`src/rtl/w_outport_scheduler.sv`:
```
// West output port scheduler for a wormhole router node.
//
// Picks one of the north, south, east and local input buffers that target
// west. Selection is round-robin, starting from a rotating pointer. The grant
// is held for the whole packet, head through tail. Downstream credits gate
// every grant.
//
// Ports:
//   clk              clock, rising edge
//   reset            synchronous active-high reset
//   req_i[3:0]       {n,s,e,l} head flit valid and routed west
//   tail_i[3:0]      {n,s,e,l} head flit is a tail flit
//   credit_return_i  downstream freed one slot this cycle
//   grant_o[3:0]     one-hot {n,s,e,l} grant, zero when nothing crosses
//   grant_sel_o[2:0] crossbar select (n=000 s=001 e=011 l=100, idle=010)
//   change_order_o   pulse when a tail flit is granted and the pointer rotates
//   busy_o           high while a packet holds the port
//   credit_cnt_o     registered credit count
//   credit_err_o     sticky: credit returned while the counter was full
module w_outport_scheduler #(
  parameter int unsigned CREDIT_DEPTH = 4,
  parameter int unsigned CNT_W        = $clog2(CREDIT_DEPTH + 1)
) (
  input  logic             clk,
  input  logic             reset,
  input  logic [3:0]       req_i,
  input  logic [3:0]       tail_i,
  input  logic             credit_return_i,
  output logic [3:0]       grant_o,
  output logic [2:0]       grant_sel_o,
  output logic             change_order_o,
  output logic             busy_o,
  output logic [CNT_W-1:0] credit_cnt_o,
  output logic             credit_err_o
);

  typedef enum logic [0:0] {StIdle, StLocked} state_e;

  // Port index in rotation order: 0=n, 1=s, 2=e, 3=l.
  // Vector bit for index i is bit (3 - i).
  localparam logic [2:0] SelIdle = 3'b010;

  state_e           state_q, state_d;
  logic [1:0]       ptr_q, ptr_d;
  logic [1:0]       owner_q, owner_d;
  logic [CNT_W-1:0] cnt_q, cnt_d;
  logic             err_q, err_d;

  logic             credit_ok;
  logic             found;
  logic [1:0]       winner;
  logic [1:0]       cand;

  function automatic logic [3:0] idx_onehot(input logic [1:0] idx);
    return 4'b1000 >> idx;
  endfunction

  function automatic logic [2:0] idx_sel(input logic [1:0] idx);
    logic [2:0] sel;
    unique case (idx)
      2'd0:    sel = 3'b000;
      2'd1:    sel = 3'b001;
      2'd2:    sel = 3'b011;
      default: sel = 3'b100;
    endcase
    return sel;
  endfunction

  always_comb begin
    state_d        = state_q;
    ptr_d          = ptr_q;
    owner_d        = owner_q;
    cnt_d          = cnt_q;
    err_d          = err_q;
    grant_o        = 4'b0000;
    grant_sel_o    = SelIdle;
    change_order_o = 1'b0;
    busy_o         = 1'b0;
    found          = 1'b0;
    winner         = ptr_q;
    cand           = ptr_q;

    // Eligibility uses the registered count only; a same-cycle return cannot help.
    credit_ok = (cnt_q != '0);

    unique case (state_q)
      StIdle: begin
        for (int k = 0; k < 4; k++) begin
          cand = ptr_q + 2'(k);
          if (!found && req_i[2'd3 - cand]) begin
            found  = 1'b1;
            winner = cand;
          end
        end
        if (found && credit_ok) begin
          grant_o     = idx_onehot(winner);
          grant_sel_o = idx_sel(winner);
          if (tail_i[2'd3 - winner]) begin
            change_order_o = 1'b1;
            ptr_d          = winner + 2'd1;
          end else begin
            state_d = StLocked;
            owner_d = winner;
          end
        end
      end
      StLocked: begin
        busy_o      = 1'b1;
        // Select keeps pointing at the owner even while stalled.
        grant_sel_o = idx_sel(owner_q);
        if (req_i[2'd3 - owner_q] && credit_ok) begin
          grant_o = idx_onehot(owner_q);
          if (tail_i[2'd3 - owner_q]) begin
            change_order_o = 1'b1;
            ptr_d          = owner_q + 2'd1;
            state_d        = StIdle;
          end
        end
      end
      default: state_d = StIdle;
    endcase

    // A grant and a return in the same cycle cancel out.
    if ((|grant_o) && !credit_return_i) begin
      cnt_d = cnt_q - CNT_W'(1);
    end else if (!(|grant_o) && credit_return_i) begin
      if (cnt_q == CNT_W'(CREDIT_DEPTH)) begin
        err_d = 1'b1;
      end else begin
        cnt_d = cnt_q + CNT_W'(1);
      end
    end

    if (reset) begin
      grant_o        = 4'b0000;
      grant_sel_o    = SelIdle;
      change_order_o = 1'b0;
      busy_o         = 1'b0;
    end
  end

  always_ff @(posedge clk) begin
    if (reset) begin
      state_q <= StIdle;
      ptr_q   <= 2'd0;
      owner_q <= 2'd0;
      cnt_q   <= CNT_W'(CREDIT_DEPTH);
      err_q   <= 1'b0;
    end else begin
      state_q <= state_d;
      ptr_q   <= ptr_d;
      owner_q <= owner_d;
      cnt_q   <= cnt_d;
      err_q   <= err_d;
    end
  end

  assign credit_cnt_o = cnt_q;
  assign credit_err_o = err_q;

endmodule

```
`config.mk`:
```
export PLATFORM = sky130hd
export DESIGN_NAME = w_outport_scheduler
export DESIGN_NICKNAME = d
export VERILOG_FILES = /design/src/rtl/w_outport_scheduler.sv
export SDC_FILE = /design/constraint.sdc
export NUM_CORES = 1
export LEC_CHECK = 0
export CAP_MARGIN = 20
export CORE_MARGIN = 10
export CORE_UTILIZATION = 44
export DETAILED_ROUTE_END_ITERATION = 7
export GPL_TIMING_DRIVEN = 0
export HOLD_SLACK_MARGIN = 0.12
export PLACE_DENSITY = 0.79
export SLEW_MARGIN = 0
export SYNTH_ARGS = -nofsm -noshare
export SYNTH_HDL_FRONTEND = slang
export SYNTH_SLANG_ARGS = --single-unit
```
`constraint.sdc`:
```
create_clock -name clk -period 2.9 [get_ports clk]
set_input_delay 0.58 -clock clk [delete_from_list [all_inputs] [get_ports clk]]
set_output_delay 0.58 -clock clk [all_outputs]
set_load 0.01 [all_outputs]
```
==> results of run 1 <==
-- synth_stat cells, drive strengths merged --
| master | number |
|---|---|
| a41oi | 1 |
| o221ai | 1 |
| clkbuf | 3 |
| o211ai | 2 |
| xnor2 | 1 |
| dfxtp | 9 |
| a2111oi | 1 |
| a22oi | 3 |
| o31a | 1 |
| o41ai | 2 |
| a31oi | 1 |
| mux2i | 2 |
| xor2 | 1 |
| and3b | 1 |
| clkinv | 1 |
| a32o | 1 |
| fa | 1 |
| o31ai | 1 |
| and3 | 2 |
| nand3 | 5 |
| nor4 | 2 |
| a211oi | 2 |
| o21ba | 1 |
| mux4 | 2 |
| a31o | 1 |
| ha | 12 |
| nand2 | 6 |
| or2 | 1 |
| nor3 | 5 |
| or4 | 1 |
| o311ai | 1 |
| a21oi | 8 |
| inv | 10 |
| nor2 | 16 |
| or3 | 3 |
| o21ai | 7 |
| o21a | 2 |
| nand4 | 4 |
| o22ai | 1 |
| nor2b | 5 |
| and2 | 1 |
-- worst min-delay path, delay by kind of cell (launching register included) --
kind / cells / cell delay (ps)
flops: 1 / 340
simple gates: 1 / 80
compound gates: 1 / 40
-- worst max-delay path by stage --
stage / from / to / cells past startpoint
global placement: req_i[0] / change_order_o / 9
global route: req_i[3] / grant_o[3] / 8
finish: req_i[3] / grant_o[3] / 8
CTS: req_i[3] / credit_cnt_o[2]$_SDFFE_PP1P_ / 14
detailed placement: req_i[0] / change_order_o / 9
floorplan: req_i[3] / credit_cnt_o[1]$_SDFFE_PP0P_ / 12
-- stage by stage --
step	hold WS, ps	instance area (µm²)	worst slack [ps]	instances	setup TNS (ps)
after floorplan	466	1070	14.8	131	0
after detailed placement	481	1340	-968	182	-8250
after global placement	450	1340	-945	182	-7700
after global routing	529	1570	-75.5	200	-169
final	493	1570	-4.52	200	-4.52
after CTS	496	1490	-24.1	197	-24.1
-- report_power, final --
group	leakage (nW)	internal, W	total [W]	switching (W)
Combinational	0.554	0.000636	0.00128	0.000643
Clock	0.0150	0.0000532	0.000102	0.0000484
Sequential	0.0746	0.000177	0.000273	0.0000957
-- flip-flops by register name (all words and copies together) (netlist names) --
signal        flops
credit_cnt_o      3
ptr_q             2
state_q           1
owner_q           2
credit_err_o      1
-- per-layer routing --
layer,track usage (%),part of all wire [%]
met1,15.5,40
met5,0,0
met3,5.22,8.1
met2,26.2,50
met4,3.02,1.9
-- layout make-up --
class	instances	area share [%]
well taps	28	2.24
flip-flops and latches	9	11.7
multi-input cells	108	60.1
plain buffers	2	0.719
repair buffers	38	20.6
inverters	11	3.04
clock buffers	4	1.68
-- logic make-up (layout without fill, tap and decap cells) --
group / Yosys count / in the layout / share of synthesized area (%)
AO/OA/AOI/OAI: 37 / 37 / 24.9
buffers and inverters: 14 / 55 / 5.29
XOR/XNOR: 2 / 2 / 1.72
adder cells (fa/ha/maj): 13 / 13 / 16.7
AND/OR/NAND/NOR: 52 / 52 / 26.8
multiplexers: 4 / 4 / 6.77
flip-flops: 9 / 9 / 17.7
-- repair_timing --
item                       in CTS  in global routing
buffers inserted               11                  4
resized for setup              61                 12
pin swaps                      14                 10
setup endpoints to repair      11                 11
-- placed cells by master (no fill, tap or decap), types with 4 or more instances in the layout --
cell type        count
buf_4               15
nor2_1              13
nor3_1               4
clkbuf_4             4
nand3_1              5
o21ai_0              5
buf_2                4
clkdlybuf4s50_1     11
inv_1                7
dfxtp_1              7
nand4_1              4
ha_1                 8
nand2_1              6
a21oi_1              5
==> out/results.ini, run 1 <==
[synthesis]
synth_fp_nets=155
postSynthAreaPerCell_um2=7.76
synth_warnings=0
ys_seq_area_share_pct=17.7
synthTopCellsByArea=dfxtp_1 (18%), ha_1 (15%), nor2_1 (5.9%)
synth_top_cell_area_share_pct=17.7
ys_ff_latch=9
netlist.top_cell.by_area=dfxtp_1
ys_types=46
synthCells=131
syn-cell-area_um2=1020

[cts]
clock_path_buffers=2
cts-root-buf=clkbuf_4
cts_max_level=1
cts-hold-fix-buffers=0
worst_skew_pair.late_latency_ps=270
cts_tree=built
cts_buffers=3
cts.clk_slew.worst_paths_ps=70
clkSinkCount=9

[route]
drc=0
drt_iter0_markers=54
routed_wl_um=3470
dr.pass1.iters=4
ant_nets=0
via_per_inst=6.00
wl_per_cell_um=17.4
vias=1199

[pwr]
power_leakage_nw=0.643
power_w=0.00165
peakVddDrop_v=0.000732
power_density_nw_per_um2=1060

[sta]
finalSetupViolations=1
fmax_mhz=344
rsz0062_at_grt=true
tightest_slew_ps=774
slew_viol_final=0
worst_slack_ps=-4.52
max_slew_margin_pct=48.0
fin_worst_skew_ps=9.89
period_needed_ps=2900
final.period_utilization_pct=100
hold_viol=0

[placement]
io_buffer_count=23
place_hpwl_um=2280
gp_congestion=0.793

[layout]
ff_latch_area_um2=183
nFillCells=179
drive_gt1_share_pct=35.5
multi_input_area_um2=941
final_core_util_pct=70.8
areaGrowthSynthToFinish_pct=54.2
n_antenna_cell=0
nNetsFinal=197

[critical_path]
rrSetupSlack_ps=120
r2r-end=credit_cnt_o[1]$_SDFFE_PP0P_
cp_cell_sequence=buf_6, nor2b_4, o21ba_4, or3_4, ha_1, a22oi_1, nor3_1, clkdlybuf4s15_1
arrival_ps=2320
cpMaxStageDelayCell=or3_4
path_class=primary input to output pin
startpoint_type=primary input
cp.buffers_inverters=2
slowest_delay_ps=430
rr_startpoint=ptr_q[0]$_SDFFE_PP0P_
critPathTopFamily=simple AND/OR/NAND/NOR gates
worstPathRequired_ps=2320
reg2regPathDepth=12
worstPathMaxFanout=6
worstSetupEndpointType=output pin

[grt]
antenna_found_initial=0
track_usage_pct=14.4
grt_max_degree=11
overflow=0
grt_pass1_vias=1165
grt_pass1_wl_um=5290

[worst_hold_path]
hold_path_startpoint=credit_err_o$_SDFFE_PP0P_
whs_endpoint=credit_err_o$_SDFFE_PP0P_
holdCritPathClass=register to register
holdPathStages=2

[outcome]
violations=negative setup slack
status=finished, violations left

[floorplanning]
pin_count=24
fp.dieW_um=68.1
core_um2=2210
initial_utilization_pct=45.9
dieArea_um2=4630
num_rows=17
dieHeight_um=68.1

[job]
cap_violations=0

Power figures use the tool's default switching activity.
==> run 2: changes to the inputs <==
--- a/config.mk
+++ b/config.mk
@@ -11,7 +11,7 @@
 export DETAILED_ROUTE_END_ITERATION = 7
 export GPL_TIMING_DRIVEN = 0
 export HOLD_SLACK_MARGIN = 0.12
-export PLACE_DENSITY = 0.79
+export PLACE_DENSITY = 0.8
 export SLEW_MARGIN = 0
 export SYNTH_ARGS = -nofsm -noshare
 export SYNTH_HDL_FRONTEND = slang
==> run 2 against run 1 <==
  * The run still ends with negative setup slack left
  * Combinational power down 3%
  * Power down 2.9%
  * Register-to-register slack worse by 60 ps
  * Critical endpoint is now change_order_o
  * Non-clock buffer count down 1
  * Worst setup slack worse by 54 ps
==> out/results.ini, run 2 (synthesis gave the netlist of run 1 again) <==
[sta]
tns_ps=-75.1
worst_slack_ps=-58.1
hold_viol=0
final.period_utilization_pct=102
whs_ps=471
slew_viol_final=0
tightest_slew_ps=698
fin_worst_skew_ps=8.83
max_slew_margin_pct=53.1
finalSetupViolations=2
period_needed_ps=2960
fmax_mhz=338
rsz0062_at_grt=true

[critical_path]
slowest_delay_ps=430
worstPathMaxFanout=3
path_class=primary input to output pin
startpoint_type=primary input
cp.buffers_inverters=2
cpMaxStageDelayCell=clkdlybuf4s50_1
worstPathRequired_ps=2320
worstSetupEndpointType=output pin
arrival_ps=2380
critPathTopFamily=buffers and inverters
cp_cell_sequence=clkdlybuf4s50_1, or2_2, a2111oi_2, a32o_1, or3_4, nor2_2, clkdlybuf4s15_2

[placement]
gp_congestion=0.808
io_buffer_count=23
place_hpwl_um=2370
place_ws_ps=-1010
dp.cells=182

[cts]
clkSinkCount=9
worst_skew_pair.late_latency_ps=270
cts_buffers=3
clock_path_buffers=2
cts-root-buf=clkbuf_4
cts.clk_slew.worst_paths_ps=60
cts-hold-fix-buffers=0
cts_tree=built
cts_max_level=1

[grt]
grt_pass1_vias=1223
grt_max_degree=11
antenna_found_initial=0
grt_pass1_wl_um=5470
overflow=0
track_usage_pct=14.7

[route]
ant_nets=0
drc=0
drt_iter0_markers=44
via_per_inst=5.97
vias=1189
routed_wl_um=3410
wl_per_cell_um=17.1
dr.pass1.iters=4

[floorplanning]
dieHeight_um=68.1
initial_utilization_pct=45.9
pin_count=24
fp.dieW_um=68.1
num_rows=17
core_um2=2210
dieArea_um2=4630

[layout]
drive_gt1_share_pct=38.0
areaGrowthSynthToFinish_pct=56.4
n_antenna_cell=0
nNetsFinal=196
largest_reg_flops=3
stdcell_count=199
mostFrequentLayoutCells=nor2_1 (13), buf_4 (13), clkdlybuf4s50_1 (11)

[pwr]
power_leakage_nw=0.638
peakVddDrop_v=0.000658
power_density_nw_per_um2=1010

[outcome]
violations=negative setup slack
status=finished, violations left

[job]
cap_violations=0

[worst_hold_path]
holdCritPathClass=register to register

run 2: changes by cell type in the layout (fill, tap and decap cells not counted), sizes merged:
cell / previous run / this run
clkbuf: 6 / 8
dlygate4sd2: 3 / 1
buf: 22 / 21
run 2: final cells by class:
| class | instances | area [µm²] |
|---|---|---|
| Tap cell | 28 | 35.0 |
| Inverter | 11 | 50.0 |
| Timing Repair Buffer | 37 | 328 |
| Fill cell | 178 | 623 |
| Multi-Input combinational cell | 108 | 956 |
| Buffer | 2 | 11.3 |
| Clock buffer | 4 | 26.3 |
| Sequential cell | 9 | 183 |
run 2: worst paths after layout:
kind	from	to	slack, ps	cells after the start
setup / recovery	tail_i[2]	change_order_o	-60	7
setup reg to reg	ptr_q[0]$_SDFFE_PP0P_	credit_cnt_o[1]$_SDFFE_PP0P_	60	13
hold reg to reg	credit_err_o$_SDFFE_PP0P_	credit_err_o$_SDFFE_PP0P_	470	2
hold / removal	credit_err_o$_SDFFE_PP0P_	credit_err_o$_SDFFE_PP0P_	470	2
run 2: metrics by stage:
step	utilization (%)	total power, W	area, µm²
detailed placement	60.5	0.00126	1340
CTS	67.9	0.00145	1500
global route	71.8	0.00173	1590
finish	71.8	0.00161	1590
floorplan	-	0.000939	1070
global placement	60.5	0.00122	1340
run 2: worst min-delay path, stage by stage (launching register included):
cell and delay [ps]:
dfxtp_1 330, a31oi_1 40, nor2_1 70
run 2: timing repair:
item | in CTS | in global routing
gates cloned | 0 | 0
hold endpoints to repair | 0 | 0
setup endpoints to repair | 11 | 11
gates resized for setup | 65 | 24
pin swaps | 14 | 15
buffers inserted | 10 | 5
run 2: report_power, final:
group / leakage [nW] / switching [W] / internal [W]
logic: 0.548 / 0.000631 / 0.000607
clock network: 0.0150 / 0.0000447 / 0.0000531
registers: 0.0746 / 0.0000934 / 0.000177
total: 0.638 / 0.000769 / 0.000837
run 2: per-layer routing:
layer / GRT usage [%] / share of wire [%] / routed length (µm) / vias up
met1: 15.9 / 40 / 1370 / 569
met4: 4.02 / 1.5 / 50 / 0
li1: - / - / - / 576
met5: 0 / 0 / 0 / -
met3: 5.87 / 7.9 / 269 / 4
met2: 25.8 / 50 / 1720 / 40
==> run 3: changes to the inputs <==
--- a/config.mk
+++ b/config.mk
@@ -11,7 +11,9 @@
 export DETAILED_ROUTE_END_ITERATION = 7
 export GPL_TIMING_DRIVEN = 0
 export HOLD_SLACK_MARGIN = 0.12
-export PLACE_DENSITY = 0.8
+export MAX_ROUTING_LAYER = met4
+export PLACE_DENSITY_LB_ADDON = 0.05
+export RECOVER_POWER = 100
 export SLEW_MARGIN = 0
 export SYNTH_ARGS = -nofsm -noshare
 export SYNTH_HDL_FRONTEND = slang
==> run 3 against run 2 <==
  * The run still ends with negative setup slack left
  * Sequential power about the same
  * Power fell by 3.3%
  * Worst setup slack improved by 55 ps
  * Clock power grew 1%
  * Register-to-register slack gained 20 ps
  * Sequential cell count stayed put
  * Routed wire length shrank 8.2%
  * Count of clock-buffer cells in the layout unchanged
  * Cell area is 2.4% lower
  * Fmax up 1.9%
  * Combinational power fell by 5%
  * Largest cell class unchanged
==> out/results.ini, run 3 (synthesis gave the netlist of run 1 again) <==
[placement]
gp_congestion=0.866
dp.cells=182
place_hpwl_um=2280
io_buffer_count=23

[cts]
cts-root-buf=clkbuf_4
cts.clk_slew.worst_paths_ps=60
clkSinkCount=9
cts_max_level=1
worst_skew_pair.late_latency_ps=260
cts_tree=built
cts_buffers=3
clock_path_buffers=2

[outcome]
violations=negative setup slack
status=finished, violations left

[grt]
grt_max_degree=11
grt-busiest-layer=met2
use_met3_pct=2.12
track_usage_pct=14.0
antenna_found_initial=0
grt_util_met1_pct=16.7
grt_pass1_wl_um=4980
grt_pass1_vias=1106
overflow=0
grtUsageMet2_pct=23.4

[sta]
rsz0062_at_grt=true
worst_slack_ps=-3.40
tightest_slew_ps=634
period_needed_ps=2900
fin_worst_skew_ps=2.65
fmax_mhz=344
slew_viol_final=0
final.period_utilization_pct=100
hold_viol=0
max_slew_margin_pct=57.4
finalSetupViolations=1

[layout]
areaGrowthSynthToFinish_pct=52.7
nFillCells=191
final_core_util_pct=70.1
n_antenna_cell=0
layout_commonest_cell=nor2_1
nNetsFinal=193
mostFrequentLayoutCells=nor2_1 (15), buf_4 (11), clkdlybuf4s50_1 (8)
stdcell_count=196
drive_gt1_share_pct=32.1
largest_reg_flops=3

[route]
wl_per_cell_um=16.0
drc=0
drt_iter0_markers=100
routed_wl_um=3130
ant_nets=0
via_per_inst=5.91
vias=1159
dr.pass1.iters=5

[critical_path]
rrSetupSlack_ps=80
path_class=primary input to register
worstPathRequired_ps=3100
arrival_ps=3100
crit_path_end=credit_cnt_o[1]$_SDFFE_PP0P_
startpoint=req_i[3]
reg2regPathDepth=12
rr_startpoint=ptr_q[0]$_SDFFE_PP0P_
startpoint_type=primary input
worstSetupEndpointType=register
worstPathMaxFanout=6
r2r-end=credit_cnt_o[1]$_SDFFE_PP0P_

[floorplanning]
dieArea_um2=4630
num_rows=17
pin_count=24
initial_utilization_pct=45.9
fp.dieW_um=68.1
dieHeight_um=68.1
core_um2=2210

[pwr]
power_density_nw_per_um2=1000
peakVddDrop_v=0.000575
power_leakage_nw=0.625

[worst_hold_path]
holdCritPathClass=register to register

[job]
cap_violations=0

[run 3: cell count changes in the layout (fill, tap and decap cells not counted), sizes merged]
cell and change:
buf -3, clkdlybuf4s50 -3, dlygate4sd3 +3, clkbuf -2
clkdlybuf4s15 +2
[run 3: report_power, final]
| part | leakage, nW | total [W] | internal, W | switching, W |
|---|---|---|---|---|
| Clock | 0.0150 | 0.0000990 | 0.0000532 | 0.0000458 |
| Combinational | 0.536 | 0.00118 | 0.000583 | 0.000601 |
| Sequential | 0.0746 | 0.000269 | 0.000177 | 0.0000917 |
[run 3: final cells by class]
class                           count  area (µm²)  share of cell area [%]
Sequential cell                     9         183                    11.8
Buffer                              2        11.3                   0.726
Multi-Input combinational cell    108         935                    60.2
Inverter                           11        47.5                    3.06
Tap cell                           28        35.0                    2.26
Clock buffer                        4        26.3                    1.69
Timing Repair Buffer               34         314                    20.2
[run 3: worst max-delay path, stage by stage]
cell,delay [ps]
buf_6,100
nor2b_1,120
o21a_1,210
or3_4,470
ha_4,200
o41ai_4,370
a21oi_2,110
ha_2,220
inv_2,60
fa_2,430
nor2_1,110
a21oi_1,50
nor2_1,80
[run 3: stage by stage]
stage	cell area (µm²)	setup TNS (ps)	total power (W)	hold slack, ps	setup slack, ps
floorplan	1070	0	0.000939	466	14.8
global placement	1340	-7890	0.00123	451	-950
detailed placement	1340	-8480	0.00126	491	-991
CTS	1450	0	0.00145	504	1.77
global route	1550	-327	0.00170	507	-97.5
finish	1550	-3.40	0.00155	492	-3.40
[run 3: routing by layer]
layer	vias up	share of wire (%)
met5	-	0
met4	0	0.86
met3	4	6.9
met2	52	50
met1	538	42
li1	565	-
[run 3: repair_timing]
item                                    4_1_cts  5_1_grt
pin swaps                                    11       11
setup buffers                                 6        5
resized for setup                            57       21
cloned                                        0        0
hold buffers                                  0        0
endpoints found under the setup margin       11       11
[run 3: worst min-delay path by stage]
| stage | start | to | cells after the start |
|---|---|---|---|
| after floorplan | ptr_q[0]$_SDFFE_PP0P_ | ptr_q[0]$_SDFFE_PP0P_ | 2 |
| after global placement | credit_err_o$_SDFFE_PP0P_ | credit_err_o$_SDFFE_PP0P_ | 2 |
| after detailed placement | credit_err_o$_SDFFE_PP0P_ | credit_err_o$_SDFFE_PP0P_ | 2 |
| after CTS | credit_err_o$_SDFFE_PP0P_ | credit_err_o$_SDFFE_PP0P_ | 2 |
| after global routing | credit_err_o$_SDFFE_PP0P_ | credit_err_o$_SDFFE_PP0P_ | 2 |
| final | credit_err_o$_SDFFE_PP0P_ | credit_err_o$_SDFFE_PP0P_ | 2 |
==> RTL change (settings of run 1) <==
Make the reset (`reset`) asynchronous in one clocked block. Comments in the files are not updated.
--- a/src/rtl/w_outport_scheduler.sv
+++ b/src/rtl/w_outport_scheduler.sv
@@ -139,7 +139,7 @@
     end
   end
 
-  always_ff @(posedge clk) begin
+  always_ff @(posedge clk or posedge reset) begin
     if (reset) begin
       state_q <= StIdle;
       ptr_q   <= 2'd0;
Behaviour: differs if reset is asserted again (counterexample within 4 cycles, from zero or initial values and one cycle with reset high); with reset held inactive, the same outputs for 10 cycles.
==> RTL change against run 1 <==
- hold slack got worse by 21 ps
- synthesized area shrank 3.2%
- power increased by 0.59%
- sequential cell count is the same
- synthesized cell count down 15%
- routed wire length decreased by 16%
- worst setup slack better by 26 ps
- design area shrank 3.8%
- largest cell class unchanged
- largest power group unchanged
- highest routed layer unchanged
==> RTL change: results (changes against run 1) <==
Yosys:
- The most used flip-flop cell after synthesis is sky130_fd_sc_hd__dfrtp_1.
- Ranked by total cell area, the synthesized netlist is headed by sky130_fd_sc_hd__dfrtp_1 (20%), sky130_fd_sc_hd__ha_1 (15%), sky130_fd_sc_hd__mux4_2 (6.9%), sky130_fd_sc_hd__inv_1 (4.6%), sky130_fd_sc_hd__mux2i_1 (4.1%).
- The post-synthesis instance total was 112 (-15%).
- The net count after synthesis is 136 (-12%).
- The share of synthesized flip-flops with an asynchronous set or reset is 1.00 (+1.00).
- The sequential area share after synthesis is 0.230 (+0.0529).
- The count of different cell masters after synthesis is 33 (-28%).
- Counting instances in the post-synthesis netlist gives the leading cell types as sky130_fd_sc_hd__ha_1 (12), sky130_fd_sc_hd__inv_1 (12), sky130_fd_sc_hd__nor2_1 (10).

Pwr:
- The peak supply drop was 611 uV (-16%).

Worst setup path:
- The biggest cell delay along the critical path is 370 ps (-60 ps).
- The endpoint identified for the worst register-to-register timing path is credit_cnt_o[2].
- The critical path's top delay family is compound AO/OA/AOI/OAI gates.
- The data arrival time of the worst path is 3070 ps (+750 ps).
- The internal reg-to-reg setup slack is 70 ps (-50 ps).
- The startpoint identified for the worst register-to-register timing path is ptr_q[0].

Detailed routing:
- The total detailed-routing wirelength is 2920 um (-16%).
- The met2 wire length is 1440 um (-18%).
- The total number of vias is 1023 (-15%).
- The average vias per placed instance came to 5.56 (-7.3%).

Timing:
- The minimum hold slack is 473 ps (-20.7 ps).
- The post-route clock skew came to 1.31 ps (-8.58 ps).

Placement:
- The worst-case setup slack after placement is -909 ps (+59.1 ps).
- The instance area after placement is 1260 um^2 (-5.7%).
- The placed cell count is 163 (-10%).

Status:
- The run finished with clean final reports.

Hold path:
- For hold timing, the worst endpoint is credit_err_o.

Final layout:
- The share of cells above drive strength 1 is 0.372 (+0.0171).
- The final net count is 181 (-8.1%).
## RTL change: layout make-up
cell class,instances,area (um^2)
Buffer,2,7.51
Clock buffer,4,26.3
Fill cell,175,663
Inverter,12,48.8
Multi-Input combinational cell,89,812
Sequential cell,9,230
Tap cell,28,35.0
Timing Repair Buffer,40,347
## RTL change: cell families after synthesis
| family | count (synthesis) | share of synthesized area |
|---|---|---|
| compound gates | 32 | 0.230 |
| mux | 8 | 0.121 |
| buf+inv | 14 | 0.0534 |
| fa+ha+maj | 13 | 0.173 |
| xor+xnor | 3 | 0.0267 |
| flops | 9 | 0.230 |
| simple gates | 33 | 0.165 |
## RTL change: worst max path at each step
stage                  start         endpoint  slack (ps)  cells after the start
finish              req_i[0]  credit_cnt_o[2]          20                     15
global route        req_i[3]  credit_cnt_o[2]        -150                     17
CTS                 ptr_q[1]   grant_sel_o[1]          10                      9
detailed placement  req_i[3]   change_order_o        -910                      8
global placement    req_i[3]   change_order_o        -850                      8
floorplan           req_i[1]  credit_cnt_o[2]          20                     16
## RTL change: power breakdown
part / internal, mW / switching (mW)
combinational: 0.627 / 0.614
clock: 0.0532 / 0.0460
sequential: 0.204 / 0.119
total: 0.884 / 0.780
## RTL change: per-layer routing
| layer | up-vias | track usage |
|---|---|---|
| met3 | 8 | 0.0397 |
| li1 | 493 | - |
| met2 | 33 | 0.222 |
| met5 | - | 0 |
| met4 | 0 | 0.0513 |
| met1 | 489 | 0.156 |
## RTL change: what timing repair did
item                                    CTS  global route
gates resized for setup                  40            26
endpoints found under the setup margin   14             9
pin swaps                                 8            11
cloned                                    0             0
buffers inserted                         10             7
## RTL change: worst register-to-register path, delay by kind of cell, from the launching register on
family          cells  cell delay, ps
compound gates      7             950
flops               1             450
fa+ha+maj           3             770
simple gates        4             450
buf+inv             2             140
